--- config.mk ---
export PLATFORM = sky130hd
export DESIGN_NAME = alu_logic_arbiter
export DESIGN_NICKNAME = d
export VERILOG_FILES = /design/src/rtl/alu_pkg.sv /design/src/rtl/alu_logic_unit.sv /design/src/rtl/alu_logic_arbiter.sv
export SDC_FILE = /design/constraint.sdc
export NUM_CORES = 1
export LEC_CHECK = 0
export BUFFER_PORTS_ARGS = -buffer_cell sky130_fd_sc_hd__buf_2
export CAP_MARGIN = 30
export CELL_PAD_IN_SITES_DETAIL_PLACEMENT = 0
export CELL_PAD_IN_SITES_GLOBAL_PLACEMENT = 2
export CORE_MARGIN = 3
export CORE_UTILIZATION = 32
export CTS_CLUSTER_SIZE = 8
export DETAILED_ROUTE_END_ITERATION = 10
export PLACE_DENSITY = 0.83
export SYNTH_ARGS = -nofsm -noshare
export SYNTH_HDL_FRONTEND = slang
export SYNTH_SLANG_ARGS = --single-unit
--- constraint.sdc ---
create_clock -name clk -period 2 [get_ports clk]
set_input_delay 0.1 -clock clk [delete_from_list [all_inputs] [get_ports clk]]
set_output_delay 0.1 -clock clk [all_outputs]
set_load 0.01 [all_outputs]
--- src/rtl/alu_pkg.sv ---
// Shared opcode and FSM definitions for the two-requester bitwise logic unit.
// Also holds the round-robin pick rule so the arbiter and any future reuse agree on it.
package alu_pkg;

    localparam logic [1:0] ALU_AND  = 2'b00;
    localparam logic [1:0] ALU_OR   = 2'b01;
    localparam logic [1:0] ALU_XOR  = 2'b10;
    localparam logic [1:0] ALU_XNOR = 2'b11;

    typedef enum logic [1:0] {
        IDLE = 2'b00,
        EXEC = 2'b01,
        RESP = 2'b10
    } state_e;

    // Both requesting: the pointer decides; otherwise whoever is asking wins.
    function automatic logic rr_pick(input logic v0, input logic v1, input logic ptr);
        return (v0 && v1) ? ptr : v1;
    endfunction

endpackage

--- src/rtl/alu_logic_unit.sv ---
// Purely combinational WIDTH-bit bitwise logic unit (AND/OR/XOR/XNOR).
module alu_logic_unit
    import alu_pkg::*;
#(
    parameter int WIDTH = 32
) (
    input  logic [1:0]       op,
    input  logic [WIDTH-1:0] a,
    input  logic [WIDTH-1:0] b,
    output logic [WIDTH-1:0] y
);

    // Bitwise operation select
    always_comb begin
        y = {WIDTH{1'b0}};
        case (op)
            ALU_AND:  y = a & b;
            ALU_OR:   y = a | b;
            ALU_XOR:  y = a ^ b;
            ALU_XNOR: y = ~(a ^ b);
            default:  y = {WIDTH{1'b0}};
        endcase
    end

endmodule

--- src/rtl/alu_logic_arbiter.sv ---
// Round-robin front end sharing one bitwise logic unit between two requesters,
// with valid/ready on both sides and a registered result held until consumed.
module alu_logic_arbiter
    import alu_pkg::*;
#(
    parameter int WIDTH   = 32,
    parameter bit ZERO_EN = 1'b1
) (
    input  logic             clk,
    input  logic             rst_n,
    input  logic             req0_valid,
    output logic             req0_ready,
    input  logic [1:0]       req0_op,
    input  logic [WIDTH-1:0] req0_a,
    input  logic [WIDTH-1:0] req0_b,
    input  logic             req1_valid,
    output logic             req1_ready,
    input  logic [1:0]       req1_op,
    input  logic [WIDTH-1:0] req1_a,
    input  logic [WIDTH-1:0] req1_b,
    output logic             rsp_valid,
    input  logic             rsp_ready,
    output logic             rsp_id,
    output logic [WIDTH-1:0] rsp_y,
    output logic             rsp_zero,
    output logic             busy
);

    state_e           state_q, state_d;
    logic             ptr_q, ptr_d;
    logic [1:0]       op_q, op_d;
    logic [WIDTH-1:0] a_q, a_d;
    logic [WIDTH-1:0] b_q, b_d;
    logic             id_q, id_d;
    logic [WIDTH-1:0] y_q, y_d;
    logic             zero_q, zero_d;
    logic             rsp_id_q, rsp_id_d;

    logic             gnt_any_s;
    logic             gnt_id_s;
    logic             grant_s;
    logic [WIDTH-1:0] alu_y_s;

    assign gnt_any_s = req0_valid | req1_valid;
    assign gnt_id_s  = rr_pick(req0_valid, req1_valid, ptr_q);
    // Ready is gated by rst_n so every output reads 0 while reset is held.
    assign grant_s   = rst_n & (state_q == IDLE) & gnt_any_s;

    assign req0_ready = grant_s & ~gnt_id_s;
    assign req1_ready = grant_s &  gnt_id_s;
    assign rsp_valid  = (state_q == RESP);
    assign busy       = (state_q != IDLE);
    assign rsp_id     = rsp_id_q;
    assign rsp_y      = y_q;
    assign rsp_zero   = zero_q;

    alu_logic_unit #(
        .WIDTH (WIDTH)
    ) u_unit (
        .op (op_q),
        .a  (a_q),
        .b  (b_q),
        .y  (alu_y_s)
    );

    // Next-state, operand latch and result capture
    always_comb begin
        state_d  = state_q;
        ptr_d    = ptr_q;
        op_d     = op_q;
        a_d      = a_q;
        b_d      = b_q;
        id_d     = id_q;
        y_d      = y_q;
        zero_d   = zero_q;
        rsp_id_d = rsp_id_q;
        case (state_q)
            IDLE: begin
                if (grant_s) begin
                    state_d = EXEC;
                    ptr_d   = ~gnt_id_s;
                    id_d    = gnt_id_s;
                    op_d    = gnt_id_s ? req1_op : req0_op;
                    a_d     = gnt_id_s ? req1_a  : req0_a;
                    b_d     = gnt_id_s ? req1_b  : req0_b;
                end else begin
                    state_d = IDLE;
                end
            end
            EXEC: begin
                state_d  = RESP;
                y_d      = alu_y_s;
                zero_d   = ZERO_EN ? (alu_y_s == {WIDTH{1'b0}}) : 1'b0;
                rsp_id_d = id_q;
            end
            RESP: begin
                if (rsp_ready) begin
                    state_d = IDLE;
                end else begin
                    state_d = RESP;
                end
            end
            default: begin
                state_d = IDLE;
            end
        endcase
    end

    // State, pointer, operand and result registers
    always_ff @(posedge clk or negedge rst_n) begin
        if (!rst_n) begin
            state_q  <= IDLE;
            ptr_q    <= 1'b0;
            op_q     <= 2'b00;
            a_q      <= {WIDTH{1'b0}};
            b_q      <= {WIDTH{1'b0}};
            id_q     <= 1'b0;
            y_q      <= {WIDTH{1'b0}};
            zero_q   <= 1'b0;
            rsp_id_q <= 1'b0;
        end else begin
            state_q  <= state_d;
            ptr_q    <= ptr_d;
            op_q     <= op_d;
            a_q      <= a_d;
            b_q      <= b_d;
            id_q     <= id_d;
            y_q      <= y_d;
            zero_q   <= zero_d;
            rsp_id_q <= rsp_id_d;
        end
    end

endmodule

# == Yosys cells after proc, flatten, opt, wreduce, memory -nomap -nowiden ==
# Index checks and enable logic that the tools add are counted.
# word_totals
regBits,104
input_bits,137
wordCells,38
output_inout_bits,38
# op_classes
eq_ne,5
bitwise_logic,10
n_reduce_logical,6
n_mux,8
# ops
operator,n
case mux 32 bit (4 select lines),1
two-way mux 32 bit,2
AND 32 bit,1
zero test 32 bit,1
NOT 32 bit,1
OR 32 bit,1
XOR 32 bit,1
equality test 2 bit (second input constant),3
case mux 2 bit (3 select lines),1
AND 1 bit,4
equality test 2 x 1 -> 1 bit (second input constant),2
zero test 2 bit,2
two-way mux 2 bit,2
two-way mux 1 bit,2
AND reduction 2 bit,1
nonzero test 2 bit,1
logical AND 1 bit,1
NOT 1 bit,1
OR 1 bit,1

# == Depth between registers and ports, before layout ==
# Gate-level depths: netlist of run 1.
# logic_depth
depth_word,5
mapped_depth,8
ltp_nobuf,8

# == By module ==
# Synthesis of run 1 repeated with hierarchy kept, for this count alone.
# unflattened
cells_unflattened,727
area_unflattened_um2,7342.0
# modules_own_cells
module,n_inst,cells_per_inst,seq_area_each_um2,area_per_inst_um2
alu_logic_arbiter,1,492,2602.5,5081.1
alu_logic_unit,1,235,0.0,2260.9

# == Worst setup path after synthesis of run 1 ==
# Ideal clock, no wire load.
# synth_path
path_type,reg2reg
start,reg state_q[1]
end,reg b_q[0]
stages_incl_launch_ff,8
n_path_buf,2
setup_time_ns,0.133
slack_ns,0.350
arrival_ns,1.517
cell_sequence,dfrtp_1 > or2_2 > nor2_1 > nand2_1 > clkbuf_1 > clkbuf_1 > nand2_1 > o21ai_0
# synth_via
elab_chain_cells,4
# synth_rtl
element,line_no,text
start: declaration,alu_logic_arbiter.sv:29,"state_e state_q, state_d;"
start signal: assignment,alu_logic_arbiter.sv:122,state_q <= state_d;
zero test 2 bit *,"alu_logic_arbiter.sv:47, alu_logic_arbiter.sv:77",
AND 1 bit (2 in a row),alu_logic_arbiter.sv:47,assign grant_s = rst_n & (state_q == IDLE) & gnt_any_s;
AND reduction 2 bit (no line) *,n/a,
end signal: assignment,alu_logic_arbiter.sv:116,b_q <= {WIDTH{1'b0}};
end: declaration,alu_logic_arbiter.sv:33,"logic [WIDTH-1:0] b_q, b_d;"
# Mark *: on every way between the ends. The rest lies on a longest branch, timed or not.
# A chain may end at the register's enable or synchronous reset.

# == Worst setup path in the final report of run 1 ==
# layout_path
start,reg op_q[0]
end,"reg zero_q, in the netlist rsp_zero"
# layout_via
elab_chain_cells,3
# layout_rtl
element,line_no,text
start: declaration,alu_logic_arbiter.sv:31,"logic [1:0] op_q, op_d;"
start signal: assignment,alu_logic_arbiter.sv:124,op_q <= op_d;
"equality test 2 bit, or another cell as far along",alu_logic_unit.sv:16,case (op)
case mux 32 bit (4 select lines) *,alu_logic_unit.sv:16,
zero test 32 bit *,alu_logic_arbiter.sv:93,zero_d = ZERO_EN ? (alu_y_s == {WIDTH{1'b0}}) : 1'b0;
end signal: assignment,alu_logic_arbiter.sv:129,zero_q <= zero_d;
end: declaration,alu_logic_arbiter.sv:36,"logic zero_q, zero_d;"
# Marks and branches as above.

==> results of run 1 <==
## final timing paths
check	endpoint	cells past startpoint
max	rsp_zero	7
min	b_q[8]	3
max reg2reg	rsp_zero	7
min reg2reg	rsp_y[1]	2
max in group asynchronous	op_q[0]	3
min in group asynchronous	rsp_y[23]	3
## repair_timing
action / in CTS / in global routing
hold endpoints to repair: 42 / 0
resized for setup: 7 / 15
setup endpoints to repair: 1 / 2
cloned: 0 / 0
hold buffers: 2 / 0
pin swaps: 2 / 10
setup buffers: 0 / 1
## flip-flops by register name (all words and copies together), names as in the netlist
register and count:
a_q 32, op_q 2, rsp_id 1, id_q 1, state_q 2, b_q 32, ptr_q 1, rsp_y 32
rsp_zero 1
## placed cells by master (no fill, tap or decap), types with 17 or more instances in the layout
cell	count
buf_2	173
nand2_1	130
dfrtp_1	102
o21ai_0	101
inv_1	70
mux2i_1	68
ha_1	64
nor2b_1	54
xnor2_1	32
buf_4	17
## power breakdown
part           switching [W]  total, W  internal [W]  leakage, nW
Sequential          0.000690   0.00369       0.00300         1.29
Clock               0.000809   0.00195       0.00114        0.157
Combinational        0.00298   0.00576       0.00278         2.92
Total                0.00448    0.0114       0.00692         4.37
## area by class of cell
class / instances / area (um^2)
fill: 2019 / 11500
multi-input combinational: 510 / 3650
sequential: 104 / 2610
timing repair buffer: 201 / 1180
tap: 265 / 332
inverter: 70 / 263
clock buffer: 12 / 246
clock inverter: 4 / 77.6
## through the flow
stage          util, %  hold WS [ns]   TNS, ns  std cells
2_1_floorplan        -        -0.196         0        729
3_3_place_gp      39.8         0.281  -0.00898       1147
3_5_place_dp      39.8         0.285  -0.00264       1147
4_1_cts           41.7        0.0203         0       1165
5_1_grt           42.1        0.0300   -0.0523       1166
6_report          42.1        0.0313         0       1166
## critical path, stage by stage (launching register included)
cell     delay, ns
dfrtp_4       0.54
buf_4         0.18
nor2b_1       0.13
o31ai_2       0.25
nand4_1       0.21
nor4_2        0.29
buf_4         0.15
a31o_1        0.12
## logic make-up (layout without fill, tap and decap cells)
logic type	Yosys count	after routing	synth area share, %
compound gates	135	135	11.5
xor+xnor	32	32	4.24
fa+ha+maj	64	64	12.1
buf+inv	115	287	7.40
flops	104	104	39.4
mux	69	69	10.5
simple gates	210	210	14.9
## Yosys cell counts, drive strengths merged
| library cell | count | area share [%] |
|---|---|---|
| o21ai | 102 | 7.7 |
| a21oi | 1 | 0.076 |
| nor2 | 3 | 0.17 |
| dfrtp | 104 | 39 |
| ha | 64 | 12 |
| inv | 70 | 4.0 |
| nor2b | 54 | 5.1 |
| nand2 | 131 | 7.4 |
| or2 | 1 | 0.095 |
| clkbuf | 22 | 1.2 |
| mux2 | 1 | 0.17 |
| o31ai | 30 | 3.4 |
| mux2i | 68 | 10 |
| and2 | 1 | 0.095 |
| nand4 | 7 | 0.66 |
| buf | 23 | 2.2 |
| nand2b | 3 | 0.28 |
| a21o | 1 | 0.11 |
| a31o | 1 | 0.13 |
| xnor2 | 32 | 4.2 |
| and3 | 2 | 0.19 |
| nor4 | 2 | 0.19 |
| and2b | 6 | 0.68 |
## routing by layer
layer,global-route usage [%],vias to the layer above,wire length [um]
met5,0,-,0
met4,3.29,0,158
met3,3.21,10,665
met2,23.4,91,7260
met1,18.3,2273,6960
li1,-,2718,-
==> flow_summary.ini, run 1 <==
[place]
dp_hpwl_um = 11600
gp_congestion = 0.734
dpl_cell_area_um2 = 7890
port_buffers = 174
pre_cts_ws_ns = -0.00264

[worst_hold_path]
worstHoldStart = req1_b[8]
worst_hold_path_type = in2reg

[sta]
fin_crit_sh_pct = 96.6
period_needed_ns = 1.93
hold_violations = 0
rsz0062_at_grt = yes
fin_skew_ns = 0.00675
worstMarginPinSlew_ns = 0.817
maxSlewHeadroom_pct = 45.5
finalSetupViolations = 0
slew_viol_final = 0
fmax_mhz = 518
setup_ws_ns = 0.0682

[setup_path]
path_max_fanout = 7
cp-end-kind = register
reg2reg_slack_ns = 0.07
crit_type = reg2reg
arrival_ns = 2.23
critPathLaunch = op_q[0]
required_ns = 2.30
r2r-start = op_q[0]
start_kind = register

[clock_tree]
cts_buffers = 9
htree_levels = 3
clockRootBuffer = clkbuf_16
cts_tree = yes
clockBufferDepth = 2
clk_pin_slew_ns = 0.07
cts_sinks = 104
clock_latency_ns = 0.35

[power_and_ir_drop]
powerDensity_nw_per_um2 = 1360
ir_worst_vdd_mv = 0.422
power.total_w = 0.0114
power_leakage_nw = 4.37

[synthesis]
synthDistinctLibCells = 27
seq_area_frac_synth_pct = 39.4
synthesis.nets = 930
synth-seq-cells = 104
postSynthCellCount = 729
synth_area_per_cell_um2 = 9.06
ys.warnings.count = 0
synth_area_um2 = 6610

[floorplan]
pin_count = 175
core_region_area_um2 = 19800
die_area_um2 = 22400
die_h_um = 150
start_util_pct = 33.3
die_w_um = 150
rows = 51

[global_route]
grt_max_degree = 64
antenna_found_initial = 0
grt_usage_pct = 13.9
grt_pass1_wl_um = 24800
grt_overflow = 0
grt_pass1_vias = 4995

[routing]
drt_iter0_drc = 129
dr.pass1.iters = 3
avgRoutedWirePerCell_um = 12.9
drt-total-wl_um = 15000
drtAntennaViolNets = 0
route.detailed.drc = 0
vias = 5092
routed_via_density = 4.37

[run]
drv_cap = 0

[cells_and_area]
drive_gt1_share_pct = 26.6
diodes = 0
design_area_um2 = 8360
nets = 1097
area_growth_syn_to_layout_pct = 26.5

[run_status]
run_status = completed
(Power assumes the default switching activity.)
==> run 2: changes to the inputs <==
--- a/config.mk
+++ b/config.mk
@@ -14,6 +14,7 @@
 export CTS_CLUSTER_SIZE = 8
 export DETAILED_ROUTE_END_ITERATION = 10
 export PLACE_DENSITY = 0.83
+export SETUP_SLACK_MARGIN = 0.3
 export SYNTH_ARGS = -nofsm -noshare
 export SYNTH_HDL_FRONTEND = slang
 export SYNTH_SLANG_ARGS = --single-unit
==> run 2 against run 1 <==
Compared with the run above:
- sequential share of layout area down 0.47 points
- die area is the same
- largest power group unchanged
- core utilization increased by 0.65 points
- non-clock buffer count increased by 8
- setup slack better by 0.028 ns
- wire length grew 6.3%
- power grew 1.3%
- design area is 1.5% higher
- sequential power barely moved
- combinational power grew 2%
- worst hold slack about the same
- clock skew grew 0.0016 ns
==> flow_summary.ini, run 2 (synthesis gave the netlist of run 1 again) <==
[power_and_ir_drop]
power.share.clock_pct = 16.9
ir_worst_vdd_mv = 0.426
pwr-share-seq_pct = 32.0
powerDensity_nw_per_um2 = 1360
switchingPower_w = 0.00454
p_int_w = 0.00700
p_sw_share_pct = 39.3
p_comb_share_pct = 51.1
power_leakage_nw = 4.44
power.total_w = 0.0115

[clock_tree]
clockBufferDepth = 2
clk_pin_slew_ns = 0.07
cts_sinks = 104
htree_levels = 3
clockRootBuffer = clkbuf_16
cts_tree = yes
clock_latency_ns = 0.35
cts_buffers = 9

[floorplan]
core_region_area_um2 = 19800
die_area_um2 = 22400
die_h_um = 150
die_w_um = 150
start_util_pct = 33.3
rows = 51
pin_count = 175

[worst_hold_path]
worst_hold_path_type = in2reg

[global_route]
grt_overflow = 0
grt_pass1_vias = 5013
grt_pass1_wl_um = 25200
grt_usage_pct = 14.2
grt_max_degree = 64
antenna_found_initial = 0

[sta]
whs_ns = 0.0311
fin_skew_ns = 0.00836
setup_tns_ns = 0
slew_viol_final = 0
period_needed_ns = 1.90
rsz0062_at_grt = yes
finalSetupViolations = 0
fmax_mhz = 525
fin_crit_sh_pct = 95.2
hold_violations = 0
worstMarginPinSlew_ns = 0.820
maxSlewHeadroom_pct = 45.3

[place]
port_buffers = 174
dpl_cell_area_um2 = 7890
dp_hpwl_um = 11600
dp_cells = 1147
gp_congestion = 0.734

[setup_path]
arrival_ns = 2.20
required_ns = 2.30
crit_type = reg2reg
reg2reg_slack_ns = 0.1
slowest_stage = dfrtp_4
path_cells = buf_6 -> nor2b_1 -> o31ai_2 -> nand4_1 -> nor4_2 -> buf_4 -> a31o_1
cp-end-kind = register
critPathMaxStageDelay_ns = 0.55
start_kind = register
path_max_fanout = 15

[routing]
routed_via_density = 4.39
drt-total-wl_um = 16000
drtAntennaViolNets = 0
vias = 5158
drt_iter0_drc = 124
dr.pass1.iters = 4
avgRoutedWirePerCell_um = 13.6
route.detailed.drc = 0

[cells_and_area]
nets = 1105
area_growth_syn_to_layout_pct = 28.4
instances_no_fill = 1174
diodes = 0
design_area_um2 = 8490
mostFrequentLayoutCells = buf_2 (172), nand2_1 (130), dfrtp_1 (102)
final_common_cell = buf_2
drive_gt1_share_pct = 27.5

[run]
drv_cap = 0

[run_status]
run_status = completed
-- run 2: cell count changes in the layout (fill, tap and decap cells not counted), sizes merged --
cell / before / now
buf: 199 / 205
clkbuf: 12 / 14
-- run 2: power by group through the flow --
stage                     logic, W  registers [W]  clock network (W)
after floorplan            0.00389        0.00367                  0
after global placement     0.00554        0.00373                  0
after detailed placement   0.00559        0.00376                  0
after CTS                  0.00590        0.00373            0.00202
after global routing       0.00678        0.00384            0.00210
final                      0.00589        0.00370            0.00196
-- run 2: worst max-delay path: cells and delay by family (launching register included) --
| kind | cells | cell delay (ns) |
|---|---|---|
| simple gates | 3 | 0.60 |
| buf+inv | 2 | 0.32 |
| compound gates | 2 | 0.36 |
| flops | 1 | 0.55 |
-- run 2: what timing repair did --
action | 4_1_cts | 5_1_grt
buffers inserted | 5 | 2
endpoints found under the setup margin | 2 | 17
pin swaps | 11 | 8
resized for setup | 23 | 10
hold endpoints to repair | 42 | 0
hold buffers | 2 | 0
gates cloned | 0 | 2
-- run 2: worst paths after layout --
kind | from | end | cells after the start
worst max-delay path | op_q[0] | rsp_zero | 7
worst min-delay path | req1_a[1] | a_q[1] | 3
worst max register to register | op_q[0] | rsp_zero | 7
worst min register to register | rsp_y[1] | rsp_y[1] | 2
max in group asynchronous | rst_n | op_q[0] | 3
min in group asynchronous | rst_n | rsp_y[31] | 3
-- run 2: metal layers --
layer,track usage (%),up-vias,share of wire [%]
li1,-,2738,-
met1,18.7,2315,45
met2,23.9,95,49
met3,3.21,10,4.6
met4,3.29,0,0.95
met5,0,-,0
-- run 2: layout make-up --
class | instances | area (um^2)
Timing Repair Buffer | 209 | 1310
Sequential cell | 104 | 2610
Inverter | 70 | 263
Clock buffer | 12 | 246
Tap cell | 265 | 332
Multi-Input combinational cell | 510 | 3650
Fill cell | 2013 | 11400
Clock inverter | 4 | 77.6
-- run 2: through the flow --
stage                     worst slack, ns  util [%]
after floorplan                     0.350         -
after global placement           -0.00898      39.8
after detailed placement         -0.00264      39.8
after CTS                          0.0716      42.2
after global routing              -0.0594      42.8
final                              0.0961      42.8
==> run 3: changes to the inputs <==
--- a/config.mk
+++ b/config.mk
@@ -7,13 +7,11 @@
 export LEC_CHECK = 0
 export BUFFER_PORTS_ARGS = -buffer_cell sky130_fd_sc_hd__buf_2
 export CAP_MARGIN = 30
-export CELL_PAD_IN_SITES_DETAIL_PLACEMENT = 0
-export CELL_PAD_IN_SITES_GLOBAL_PLACEMENT = 2
 export CORE_MARGIN = 3
-export CORE_UTILIZATION = 32
+export CORE_UTILIZATION = 54
 export CTS_CLUSTER_SIZE = 8
 export DETAILED_ROUTE_END_ITERATION = 10
-export PLACE_DENSITY = 0.83
+export PLACE_DENSITY = 0.84
 export SETUP_SLACK_MARGIN = 0.3
 export SYNTH_ARGS = -nofsm -noshare
 export SYNTH_HDL_FRONTEND = slang
==> run 3 against run 2 <==
Compared with the run above:
- the flow now finishes with violations (hold timing, setup timing)
- global-route usage is 9.1 points higher
- final cell count is 10% lower
- count of clock-buffer cells in the layout shrank 3
- critical endpoint unchanged
- die area shrank 39%
- flip-flop and latch count unchanged
- largest cell class unchanged
- sequential power about the same
- clock power down 7%
==> flow_summary.ini, run 3 (synthesis gave the netlist of run 1 again) <==
[sta]
worstMarginPinSlew_ns = 0.765
period_needed_ns = 2.01
setup_tns_ns = -0.00838
fmax_mhz = 498
slew_viol_final = 0
rsz0062_at_grt = yes
fin_crit_sh_pct = 100
hold_violations = 47
finalSetupViolations = 1
fin_skew_ns = 0.0148
maxSlewHeadroom_pct = 49.0
whs_ns = -0.0796
setup_ws_ns = -0.00838

[routing]
route.detailed.drc = 0
dr.pass1.iters = 5
drt_iter0_drc = 270
drtAntennaViolNets = 0
avgRoutedWirePerCell_um = 15.9
drt-total-wl_um = 16800
routed_via_density = 5.30
vias = 5597

[clock_tree]
hold_buffers = 1
clockRootBuffer = clkbuf_16
cts_buffers = 9
clk_pin_slew_ns = 0.08
clockBufferDepth = 2
htree_levels = 3
cts_tree = yes
cts_sinks = 104
clock_latency_ns = 0.36

[floorplan]
die_area_um2 = 13600
die_w_um = 117
core_region_area_um2 = 11700
die_h_um = 117
pin_count = 175
start_util_pct = 56.7
rows = 39

[run]
drv_cap = 0

[global_route]
grt_max_degree = 62
antenna_found_initial = 0
grt_usage_pct = 23.3
grt_pass1_vias = 5316
grt_overflow = 0
grt_pass1_wl_um = 24900

[cells_and_area]
mostFrequentLayoutCells = buf_2 (171), nand2_1 (128), dfrtp_1 (102)
instances_no_fill = 1056
area_growth_syn_to_layout_pct = 30.1
final_common_cell = buf_2
diodes = 0
drive_gt1_share_pct = 30.6
nets = 1109

[place]
pre_cts_ws_ns = 0.0408
gp_congestion = 0.786
dp_hpwl_um = 10800
port_buffers = 174
dp_cells = 1014

[setup_path]
cp-end-kind = register
path_max_fanout = 11
start_kind = register
required_ns = 2.30
crit_type = reg2reg
arrival_ns = 2.31

[run_status]
run_status = complete, but fails checks
violations = hold timing, setup timing

[power_and_ir_drop]
powerDensity_nw_per_um2 = 1460
power.total_w = 0.0125
power_leakage_nw = 4.54
ir_worst_vdd_mv = 0.641

[worst_hold_path]
worst_hold_path_type = in2async
[run 3: cell types whose count changed in the layout (fill, tap and decap cells not counted), moves of 2 or more]
cell / delta
xnor2_1: -10
xnor2_2: +10
o31ai_1: -5
o31ai_4: +5
nor2b_1: -4
nor2b_4: +4
nand2_2: +3
buf_16: +2
clkbuf_1: -2
nand2_1: -2
o21ai_0: +2
o21ai_1: -2
[run 3: layer usage]
metal	wire length (um)	vias to the layer above	GRT usage [%]	share of wire (%)
met5	0	-	0	0
met4	442	0	8.26	2.6
met3	845	35	4.20	5.0
met2	8840	180	42.2	53
met1	6690	2631	27.6	40
li1	-	2751	-	-
[run 3: power breakdown]
| group | internal (W) | switching, W | total, W |
|---|---|---|---|
| Sequential | 0.00300 | 0.000718 | 0.00372 |
| Combinational | 0.00342 | 0.00357 | 0.00699 |
| Clock | 0.000983 | 0.000840 | 0.00182 |
| Total | 0.00740 | 0.00513 | 0.0125 |
[run 3: critical path, stage by stage (launching register included)]
cell and delay, ns:
dfrtp_4 0.54, buf_6 0.15, buf_16 0.13, nor2b_1 0.14
o31ai_1 0.36, nand4_1 0.16, nor4_2 0.30, a31o_1 0.18
[run 3: final timing paths]
| kind | from | to | slack, ns | cells past startpoint |
|---|---|---|---|---|
| max in group asynchronous | rst_n | op_q[0] | 1.43 | 2 |
| worst min register to register | rsp_y[25] | rsp_y[25] | 0.47 | 2 |
| worst max register to register | op_q[0] | rsp_zero | -0.008 | 7 |
| worst max-delay path | op_q[0] | rsp_zero | -0.008 | 7 |
| worst min-delay path | rst_n | b_q[30] | -0.08 | 2 |
| min in group clk | req1_a[24] | a_q[24] | 0.02 | 3 |
[run 3: area by class of cell]
type / count / area (um^2)
Sequential cell: 104 / 2610
Clock buffer: 9 / 225
Tap cell: 143 / 179
Inverter: 70 / 263
Clock inverter: 7 / 77.6
Timing Repair Buffer: 212 / 1390
Fill cell: 785 / 3070
Multi-Input combinational cell: 511 / 3860
[run 3: timing repair]
item	CTS	global route
pin swaps	24	18
cloned	5	1
buffers inserted	10	9
endpoints found under the setup margin	36	23
gates resized for setup	40	33
hold endpoints to repair	44	43
[run 3: metrics by stage]
stage,utilization [%],hold WS [ns],instance area [um^2]
finish,73.7,-0.0796,8590
global route,73.7,-0.0365,8590
CTS,71.5,-0.0671,8330
detailed placement,65.4,0.259,7630
global placement,65.4,0.252,7630
floorplan,-,-0.196,6610
